$ cat src/rtl/instr_cycle_sequencer_if.sv
// Control-side bundle for the instruction-cycle sequencer.
// The slave side is the sequencer. The master side drives the decode feedback and strobes.
interface instr_cycle_sequencer_if #(
    parameter int T_WIDTH = 8,
    parameter int SC_W    = (T_WIDTH > 1) ? $clog2(T_WIDTH) : 1
);
    logic               start;
    logic [15:0]        ir;
    logic               hlt;
    logic               ien_set;
    logic               ien_clr;
    logic               fgi;
    logic               fgo;
    logic [T_WIDTH-1:0] T;
    logic [7:0]         D;
    logic               I;
    logic               R;
    logic               ien;
    logic               running;
    logic [SC_W-1:0]    sc;

    modport slave (
        input  start, ir, hlt, ien_set, ien_clr, fgi, fgo,
        output T, D, I, R, ien, running, sc
    );

    modport master (
        output start, ir, hlt, ien_set, ien_clr, fgi, fgo,
        input  T, D, I, R, ien, running, sc
    );
endinterface

$ cat src/rtl/instr_cycle_sequencer.sv
// Basic-computer instruction cycle sequencer: SC/T timing, D/I decode latch,
// run flop S, interrupt enable IEN and interrupt-cycle flag R.
module instr_cycle_sequencer #(
    parameter int T_WIDTH      = 8,
    parameter bit RUN_AT_RESET = 1'b0
) (
    input  logic                    clk,
    input  logic                    rst_n,
    instr_cycle_sequencer_if.slave  bus
);
    localparam int SC_W = (T_WIDTH > 1) ? $clog2(T_WIDTH) : 1;

    typedef enum logic {ST_STOP = 1'b0, ST_RUN = 1'b1} run_e;
    localparam run_e RUN_RST = RUN_AT_RESET ? ST_RUN : ST_STOP;

    run_e             run_q, run_d;
    logic [SC_W-1:0]  sc_q, sc_d;
    logic [7:0]       d_q, d_d;
    logic             i_q, i_d;
    logic             r_q, r_d;
    logic             ien_q, ien_d;

    logic [T_WIDTH-1:0] t_vec;
    logic [7:0]         t;
    logic               halt, sc_last, sc_clr, irq;
    logic               unused_ir;

    assign unused_ir = ^bus.ir[11:0];

    // t is a fixed 8-wide view so the clear terms can name T0..T7 for any T_WIDTH
    always_comb begin
        t_vec = '0;
        t     = '0;
        if (run_q == ST_RUN) begin
            for (int k = 0; k < T_WIDTH; k++) t_vec[k] = (int'(sc_q) == k);
            for (int k = 0; k < 8; k++)       t[k]     = (int'(sc_q) == k);
        end
    end

    assign halt    = bus.hlt & t[3];
    assign sc_last = (int'(sc_q) == T_WIDTH - 1);
    assign sc_clr  = (r_q & t[2])
                   | (d_q[7] & t[3])
                   | ((d_q[3] | d_q[4]) & t[4])
                   | ((d_q[0] | d_q[1] | d_q[2] | d_q[5]) & t[5])
                   | (d_q[6] & t[6])
                   | halt
                   | sc_last;

    // Interrupt may only be taken outside fetch/decode, and never on a halting edge
    assign irq = (run_q == ST_RUN) & ~r_q & ien_q & (bus.fgi | bus.fgo)
               & ~(t[0] | t[1] | t[2]) & ~halt;

    always_comb begin
        run_d = run_q;
        sc_d  = sc_q;
        d_d   = d_q;
        i_d   = i_q;
        r_d   = r_q;
        ien_d = ien_q;

        if (bus.ien_set) ien_d = 1'b1;
        if (bus.ien_clr) ien_d = 1'b0;

        if (run_q == ST_STOP) begin
            if (bus.start) run_d = ST_RUN;
        end else begin
            sc_d = sc_clr ? '0 : sc_q + 1'b1;
            if (halt) run_d = ST_STOP;
            if (t[2] && !r_q) begin
                d_d = 8'h01 << bus.ir[14:12];
                i_d = bus.ir[15];
            end
            if (r_q && t[2]) begin
                r_d   = 1'b0;
                ien_d = 1'b0;
            end else if (irq) begin
                r_d = 1'b1;
            end
        end
    end

    always_ff @(posedge clk or negedge rst_n) begin
        if (!rst_n) begin
            run_q <= RUN_RST;
            sc_q  <= '0;
            d_q   <= '0;
            i_q   <= 1'b0;
            r_q   <= 1'b0;
            ien_q <= 1'b0;
        end else begin
            run_q <= run_d;
            sc_q  <= sc_d;
            d_q   <= d_d;
            i_q   <= i_d;
            r_q   <= r_d;
            ien_q <= ien_d;
        end
    end

    assign bus.T       = t_vec;
    assign bus.D       = d_q;
    assign bus.I       = i_q;
    assign bus.R       = r_q;
    assign bus.ien     = ien_q;
    assign bus.running = (run_q == ST_RUN);
    assign bus.sc      = sc_q;
endmodule

$ cat src/flat_wrapper.sv
// flat-port wrapper written by rule: the top's interface ports become plain ports
module instr_cycle_sequencer_flat 
#(
    parameter int T_WIDTH      = 8,
    parameter bit RUN_AT_RESET = 1'b0
)
  (clk, rst_n, bus_start, bus_ir, bus_hlt, bus_ien_set, bus_ien_clr, bus_fgi, bus_fgo, bus_T, bus_D, bus_I, bus_R, bus_ien, bus_running, bus_sc);
  instr_cycle_sequencer_if #(.T_WIDTH(T_WIDTH)) bus_i ();
  input  logic clk;
  input  logic rst_n;
  input wire logic [$bits(bus_i.start)-1:0] bus_start;
  input wire logic [$bits(bus_i.ir)-1:0] bus_ir;
  input wire logic [$bits(bus_i.hlt)-1:0] bus_hlt;
  input wire logic [$bits(bus_i.ien_set)-1:0] bus_ien_set;
  input wire logic [$bits(bus_i.ien_clr)-1:0] bus_ien_clr;
  input wire logic [$bits(bus_i.fgi)-1:0] bus_fgi;
  input wire logic [$bits(bus_i.fgo)-1:0] bus_fgo;
  output wire logic [$bits(bus_i.T)-1:0] bus_T;
  output wire logic [$bits(bus_i.D)-1:0] bus_D;
  output wire logic [$bits(bus_i.I)-1:0] bus_I;
  output wire logic [$bits(bus_i.R)-1:0] bus_R;
  output wire logic [$bits(bus_i.ien)-1:0] bus_ien;
  output wire logic [$bits(bus_i.running)-1:0] bus_running;
  output wire logic [$bits(bus_i.sc)-1:0] bus_sc;
  assign bus_i.start = bus_start;
  assign bus_i.ir = bus_ir;
  assign bus_i.hlt = bus_hlt;
  assign bus_i.ien_set = bus_ien_set;
  assign bus_i.ien_clr = bus_ien_clr;
  assign bus_i.fgi = bus_fgi;
  assign bus_i.fgo = bus_fgo;
  assign bus_T = bus_i.T;
  assign bus_D = bus_i.D;
  assign bus_I = bus_i.I;
  assign bus_R = bus_i.R;
  assign bus_ien = bus_i.ien;
  assign bus_running = bus_i.running;
  assign bus_sc = bus_i.sc;
  instr_cycle_sequencer #(.T_WIDTH(T_WIDTH), .RUN_AT_RESET(RUN_AT_RESET)) u_core (.clk(clk), .rst_n(rst_n), .bus(bus_i));
endmodule
$ cat config.mk
export PLATFORM = sky130hd
export DESIGN_NAME = instr_cycle_sequencer_flat
export DESIGN_NICKNAME = d
export VERILOG_FILES = /design/src/rtl/instr_cycle_sequencer_if.sv /design/src/rtl/instr_cycle_sequencer.sv /design/src/flat_wrapper.sv
export SDC_FILE = /design/constraint.sdc
export NUM_CORES = 1
export LEC_CHECK = 0
export CORE_MARGIN = 2
export CORE_UTILIZATION = 37
export DETAILED_ROUTE_END_ITERATION = 16
export GPL_TIMING_DRIVEN = 0
export HOLD_SLACK_MARGIN = 0.1
export PLACE_DENSITY = 0.88
export SYNTH_ARGS = -nofsm -noshare
export SYNTH_HDL_FRONTEND = slang
export SYNTH_SLANG_ARGS = --single-unit
export TNS_END_PERCENT = 100
$ cat constraint.sdc
create_clock -name clk -period 1.7 [get_ports clk]
set_input_delay 0.425 -clock clk [delete_from_list [all_inputs] [get_ports clk]]
set_output_delay 0.425 -clock clk [all_outputs]
set_load 0.01 [all_outputs]
==> summary.txt, run 1 <==
Detailed routing
  • Drt initial violations: 23
  • Drt pass-1 iters: 4
  • # DRC: 0
  • Avg WL per Cell: about 16 microns
  • DRT met1 WL: 1030 microns
  • Routed Antenna Nets: 0
  • Top layer in use: met4
  • Met3 wire length: 146 microns
  • Vias per inst: 5.394
  • Routed vias: about 900
  • Met2 WL: 1423 microns
  • Final WL: between 2000 and 3000 microns

Worst setup path
  • Crit path launch type: flip-flop
  • Buffers and inverters on the worst path: 1
  • Worst-path maximum fanout: 4
  • Crit path capture type: output port
  • WP data required: approximately 1300 ps
  • Most frequent CP cell: ha_4
  • Slowest cell delay on critical path: 460 ps
  • Critical Path AT: approximately 1300 ps
  • Slowest CP cell: dfrtp_2
  • Crit Path Category: flip-flop to output port
  • Cell Chain, Critical Path: ha_4 -> ha_4 -> and2_4 -> buf_6
  • Crit-path leading delay family: flip-flops

Die
  • Starting Density: 0.3829
  • # rows: 17
  • Die Wd: 51.39 microns
  • Die ar.: roughly 2600 sq um
  • Die H: approximately 51 microns
  • Core area: between 2000 and 2500 sq um
  • Top Ports: between 40 and 50

STA
  • Hold Vio Cnt, Final: 0
  • Max_slew headroom: 0.5403
  • Final min period: roughly 1700 ps
  • Final worst-path cycle share: 1.026
  • Fin. max-slew vios: 0
  • Final Skew: between 10 and 15 ps
  • Setup violations, final: 5
  • Achievable Freq: roughly 0.57 GHz
  • Measured slew at the worst slew-check pin: approximately 690 ps
  • Unrepaired setup endpoints after global routing: yes
  • Final WS setup: -44.88 ps

Clock tree
  • Sink Count: 15
  • Skew-Pair Late Insertion Delay: about 280 ps
  • CTS tree: yes
  • # H-tree levels: 1
  • Max Root-Sink Buffers: 2
  • Clock transition at path regs: ~90 ps
  • CTS Buf Count: 3
  • CTS root buf: clkbuf_4

GRT
  • Global Route Usage Sum: 0.2101
  • Antenna violations before repair: 0
  • Vias in the first global route: 908
  • Grt ovf: 0
  • First-pass GRT wire length: around 4200 microns
  • Largest net degree at the start of global routing: 16

Yosys
  • Yosys warns: 0
  • Mean Syn Cell Area: ~10 sq um
  • Synthesized area: roughly 830 sq um
  • Count of different cell masters after synthesis: 27
  • Area share of the leading cell type in the synthesized netlist: 0.4518
  • Area leader, netlist: dfrtp_1
  • Area contributors post-synth: dfrtp_1 45%, ha_1 9.0%, o41ai_1 6.3%
  • Post-synth EDFFs: 0
  • Seq/Total Area, Yosys: 0.4518
  • Mapped Cells: 82
  • Post-synthesis register bit count: 15
  • Asr flop ratio synth: 1.000
  • Synth Net Count: around 110
  • Main synth FF type: dfrtp_1

Outcome
  • Failing checks: setup timing
  • Outcome: finished with violations

Pwr
  • Switching part of the total: 0.3953
  • P_sw: 0.001079 W
  • Reg power frac: 0.246
  • Comb pwr share: 0.681
  • Max VDD drop: ~1000 uV
  • Leak pwr: 0.7059 nW
  • PD cells: 1791 nW/um^2
  • Clock share of power: 0.073
  • Cell Int Power: 0.001650 W

Layout
  • Net count, final: ~170
  • Antenna cell count: 0
  • Number of fillers in the final layout: between 150 and 200
  • Most common cell after layout, fill and taps aside: clkdlybuf4s50_1
  • Layout cell share with drive strength beyond 1: 0.4014
  • Commonest non-fill, non-tap cells in the layout: 23 x clkdlybuf4s50_1, 16 x buf_4, 11 x buf_6, 11 x dfrtp_1, 10 x nand2_1
  • Area Overhead vs Synth: 83.43%
  • Fin cells: between 150 and 200

Flow run
  • MaxCap Viol Count: 0

Min path
  • Type of the most critical hold path: flip-flop to flip-flop

Place
  • Dpl hpwl: between 1500 and 2000 microns
  • Pre-CTS setup slack: -340.7 ps
  • Placed Instances: ~140
  • Gpl congestion: 0.8478
  • IO Port Bufs: 34
==> power groups by stage <==
stage	Combinational (W)	Sequential, W	Clock [W]
final	0.00186	0.000672	0.000198
after global routing	0.00200	0.000694	0.000223
after CTS	0.00162	0.000668	0.000206
after detailed placement	0.00121	0.000664	0
after global placement	0.00117	0.000658	0
after floorplan	0.000560	0.000702	0
==> layout make-up <==
| cell class | count | area, sq um | share of cell area |
|---|---|---|---|
| plain buffers | 3 | 23.77 | 0.01560 |
| clock buffers | 4 | 26.28 | 0.01724 |
| inverters | 9 | 38.79 | 0.02545 |
| multi-input cells | 55 | 503.0 | 0.3300 |
| flip-flops and latches | 15 | 380.4 | 0.2496 |
| well taps | 28 | 35.03 | 0.02299 |
| repair buffers | 56 | 516.7 | 0.3391 |
==> metrics by stage <==
stage          utilization  TNS (ps)  hold slack [ps]  instance area [sq um]  power [W]
2_1_floorplan            -         0            129.4                  830.8   0.001262
4_1_cts             0.6615    -250.7            496.7                   1435   0.002496
5_1_grt             0.7024    -716.2            515.2                   1524   0.002920
6_report            0.7024    -128.4            492.6                   1524   0.002729
3_3_place_gp        0.5559     -1347            487.5                   1206   0.001823
3_5_place_dp        0.5559     -1637            484.3                   1206   0.001871
==> registers in the layout (all words and copies together), names as in the netlist <==
signal and cells:
u_core.bus.D 8, u_core.bus.ien 1, u_core.bus.R 1, u_core.bus.running 1, u_core.bus.I 1, u_core.bus.sc 3
==> path summary, 6_finish.rpt <==
kind	startpoint	to	slack (ps)	cells after the start
setup / recovery	u_core.bus.sc[0]	bus_T[7]	-40	4
hold / removal	u_core.bus.R	u_core.bus.ien	490	1
setup reg to reg	u_core.bus.sc[0]	u_core.bus.sc[0]	60	6
hold reg to reg	u_core.bus.R	u_core.bus.ien	490	1
max in group asynchronous	rst_n	u_core.bus.sc[2]	650	1
min in group asynchronous	rst_n	u_core.bus.D[4]	550	1
==> synth_stat cells (2+ instances only) <==
cell type	count
o41ai_1	6
inv_1	9
dfrtp_1	15
ha_1	6
nand2_1	11
nand3b_1	3
nand3_1	3
nor2_1	5
buf_2	2
and2_1	2
o41ai_2	2
o32ai_1	3
==> routing by layer <==
layer  vias up  global-route usage
li1        429                   -
met1       442              0.2491
met4         0             0.06579
met3         4             0.02632
met5         -                   0
met2        42              0.3889
==> logic make-up (layout without fill, tap and decap cells) <==
family	after synthesis	in the layout	share of synthesized area
AND/OR/NAND/NOR	30	30	0.1822
AO/OA/AOI/OAI	18	18	0.1958
flip-flops	15	15	0.4518
buffers and inverters	12	72	0.06626
adder cells (fa/ha/maj)	6	6	0.09036
multiplexers	1	1	0.01355
==> worst register-to-register path, cell delays in order (launching register included) <==
cell and delay [ps]:
dfrtp_2 460, ha_4 200, ha_4 150, buf_4 130, o21ai_0 150, nand3_1 160
o32ai_1 280
==> timing repair <==
item | 4_1_cts | 5_1_grt
endpoints found under the hold margin | 0 | 0
hold buffers | 0 | 0
endpoints found under the setup margin | 10 | 18
pin swaps | 9 | 7
setup buffers | 17 | 6
resized for setup | 62 | 14
Note: power is estimated with default switching activity, not from simulation.
==> run 2: changes to the inputs <==
--- a/config.mk
+++ b/config.mk
@@ -11,6 +11,7 @@
 export GPL_TIMING_DRIVEN = 0
 export HOLD_SLACK_MARGIN = 0.1
 export PLACE_DENSITY = 0.88
+export SETUP_SLACK_MARGIN = 0.15
 export SYNTH_ARGS = -nofsm -noshare
 export SYNTH_HDL_FRONTEND = slang
 export SYNTH_SLANG_ARGS = --single-unit
==> run 2 against run 1 <==
  * The flow still finishes with violations (setup timing)
  * Combinational power rose by 7%
  * Total power rose by 6.0%
  * Flip-flop and latch count did not move
  * Critical path depth did not move
  * First-iteration DRC count fell by 26%
  * Clock skew fell by 2.1 ps
  * Routed wire length rose by 7.1%
  * Sequential share of layout area fell by 2.0 points
  * Die area did not move
  * Via count rose by 1.9%
  * Highest routed layer unchanged
==> summary.txt, run 2 (synthesis gave the netlist of run 1 again) <==
Outcome
  • Outcome: finished with violations
  • Failing checks: setup timing

Pwr
  • PD cells: between 1500 and 2000 nW/um^2
  • Max VDD drop: 1119 uV
  • Leak pwr: just over 0.8 nW

Layout
  • Commonest non-fill, non-tap cells in the layout: 14 x buf_6, 14 x dlygate4sd2_1, 12 x buf_4
  • Antenna cell count: 0
  • Number of fillers in the final layout: roughly 150
  • Net count, final: between 150 and 200
  • Max FFs per register: 8
  • Layout cell share with drive strength beyond 1: 0.5175
  • Area Overhead vs Synth: 99.40%

Clock tree
  • CTS root buf: clkbuf_4
  • Sink Count: 15
  • CTS Buf Count: 3
  • Max Root-Sink Buffers: 2
  • Skew-Pair Late Insertion Delay: 290 ps
  • Clock transition at path regs: ~90 ps
  • Hold buffers post-CTS: 0
  • # H-tree levels: 1
  • CTS tree: yes

STA
  • Hold Vio Cnt, Final: 0
  • Setup violations, final: 8
  • Sum Neg Setup Slack: -250.8 ps
  • Measured slew at the worst slew-check pin: slightly below 700 ps
  • Unrepaired setup endpoints after global routing: yes
  • Fin. max-slew vios: 0
  • Final Skew: 9.617 ps
  • Max_slew headroom: 0.5499
  • Final worst-path cycle share: 1.037
  • Final min period: 1762 ps
  • Achievable Freq: ~0.57 GHz
  • Final WS setup: -62.11 ps

Place
  • Pre-CTS setup slack: -340.7 ps
  • Dpl hpwl: approximately 1600 microns
  • Gpl congestion: around 0.85
  • IO Port Bufs: 34

GRT
  • Largest net degree at the start of global routing: 16
  • Grt ovf: 0
  • Vias in the first global route: 901
  • Global Route Usage Sum: 0.2040
  • First-pass GRT wire length: 4043 microns
  • Antenna violations before repair: 0

Worst setup path
  • WP data required: approximately 1300 ps
  • Most frequent CP cell: ha_4
  • Worst-path maximum fanout: 4
  • Cell Chain, Critical Path: ha_4 -> ha_4 -> and2_4 -> buf_6
  • Crit path capture type: output port
  • Critical Path AT: about 1300 ps
  • Crit Path Category: flip-flop to output port
  • Crit path launch type: flip-flop
  • Slowest CP cell: dfrtp_2
  • Slowest cell delay on critical path: roughly 460 ps

Die
  • Starting Density: 0.3829
  • Die H: roughly 51 microns
  • Die ar.: between 2000 and 3000 sq um
  • # rows: 17
  • Core area: ~2200 sq um
  • Top Ports: between 40 and 50
  • Die Wd: roughly 50 microns

Detailed routing
  • Final WL: about 2800 microns
  • Vias per inst: between 5 and 6
  • Drt pass-1 iters: 4
  • # DRC: 0
  • Avg WL per Cell: 16.57 microns
  • Routed Antenna Nets: 0
  • Drt initial violations: 17
  • Routed vias: a little over 900

Flow run
  • MaxCap Viol Count: 0

Min path
  • Type of the most critical hold path: flip-flop to flip-flop
==> run 2: cell count changes in the layout (fill, tap and decap cells not counted), sizes merged <==
cell / before / now
dlygate4sd2: 1 / 14
clkdlybuf4s50: 23 / 11
dlymetal6s2s: 2 / 0
buf: 32 / 33
clkbuf: 5 / 6
==> run 2: layer usage <==
| layer | share of wire | GRT usage | wire, microns |
|---|---|---|---|
| met1 | 0.37 | 0.2361 | 1054 |
| met2 | 0.51 | 0.3761 | 1446 |
| met3 | 0.071 | 0.03216 | 202 |
| met4 | 0.046 | 0.07018 | 129 |
| met5 | 0 | 0 | 0 |
==> run 2: final timing paths <==
path	start	to	slack, ps	cells past startpoint
min in group asynchronous	rst_n	u_core.bus.D[4]	530	1
min	u_core.bus.R	u_core.bus.ien	500	1
min reg2reg	u_core.bus.R	u_core.bus.ien	500	1
max reg2reg	u_core.bus.sc[1]	u_core.bus.R	-10	11
max	u_core.bus.sc[0]	bus_T[7]	-60	4
max in group asynchronous	rst_n	u_core.bus.sc[1]	680	1
==> run 2: stage by stage <==
step	instance area (sq um)	util	std cells	hold WS, ps	power (W)
finish	1657	0.7636	171	503.6	0.002891
global route	1657	0.7636	171	549.9	0.003087
CTS	1416	0.6528	164	492.1	0.002390
detailed placement	1206	0.5559	144	484.3	0.001871
global placement	1206	0.5559	144	487.5	0.001823
floorplan	830.8	-	82	129.4	0.001262
==> run 2: what timing repair did <==
action	in CTS	in global routing
endpoints found under the hold margin	0	0
gates resized for setup	77	37
setup buffers	16	5
endpoints found under the setup margin	26	22
pin swaps	10	10
gates cloned	0	2
==> run 2: worst max-delay path, delay by kind of cell (launching register included) <==
kind,cells,cell delay [ps]
buffers and inverters,1,110
DFF,1,460
and+or+nand+nor,1,130
adders and majority gates,2,350
==> run 2: final cells by class <==
class                   count  area [sq um]  share of cell area
repair buffers             57         524.3              0.3165
multi-input cells          55         620.6              0.3746
inverters                   9         38.79             0.02341
flip-flops and latches     15         380.4              0.2296
clock buffers               4         26.28             0.01586
well taps                  28         35.03             0.02115
plain buffers               3         31.28             0.01888
==> run 2: where the power goes <==
group	internal, W	switching, W
Combinational	0.00110	0.000888
Sequential	0.000514	0.000183
Clock	0.0000913	0.000116
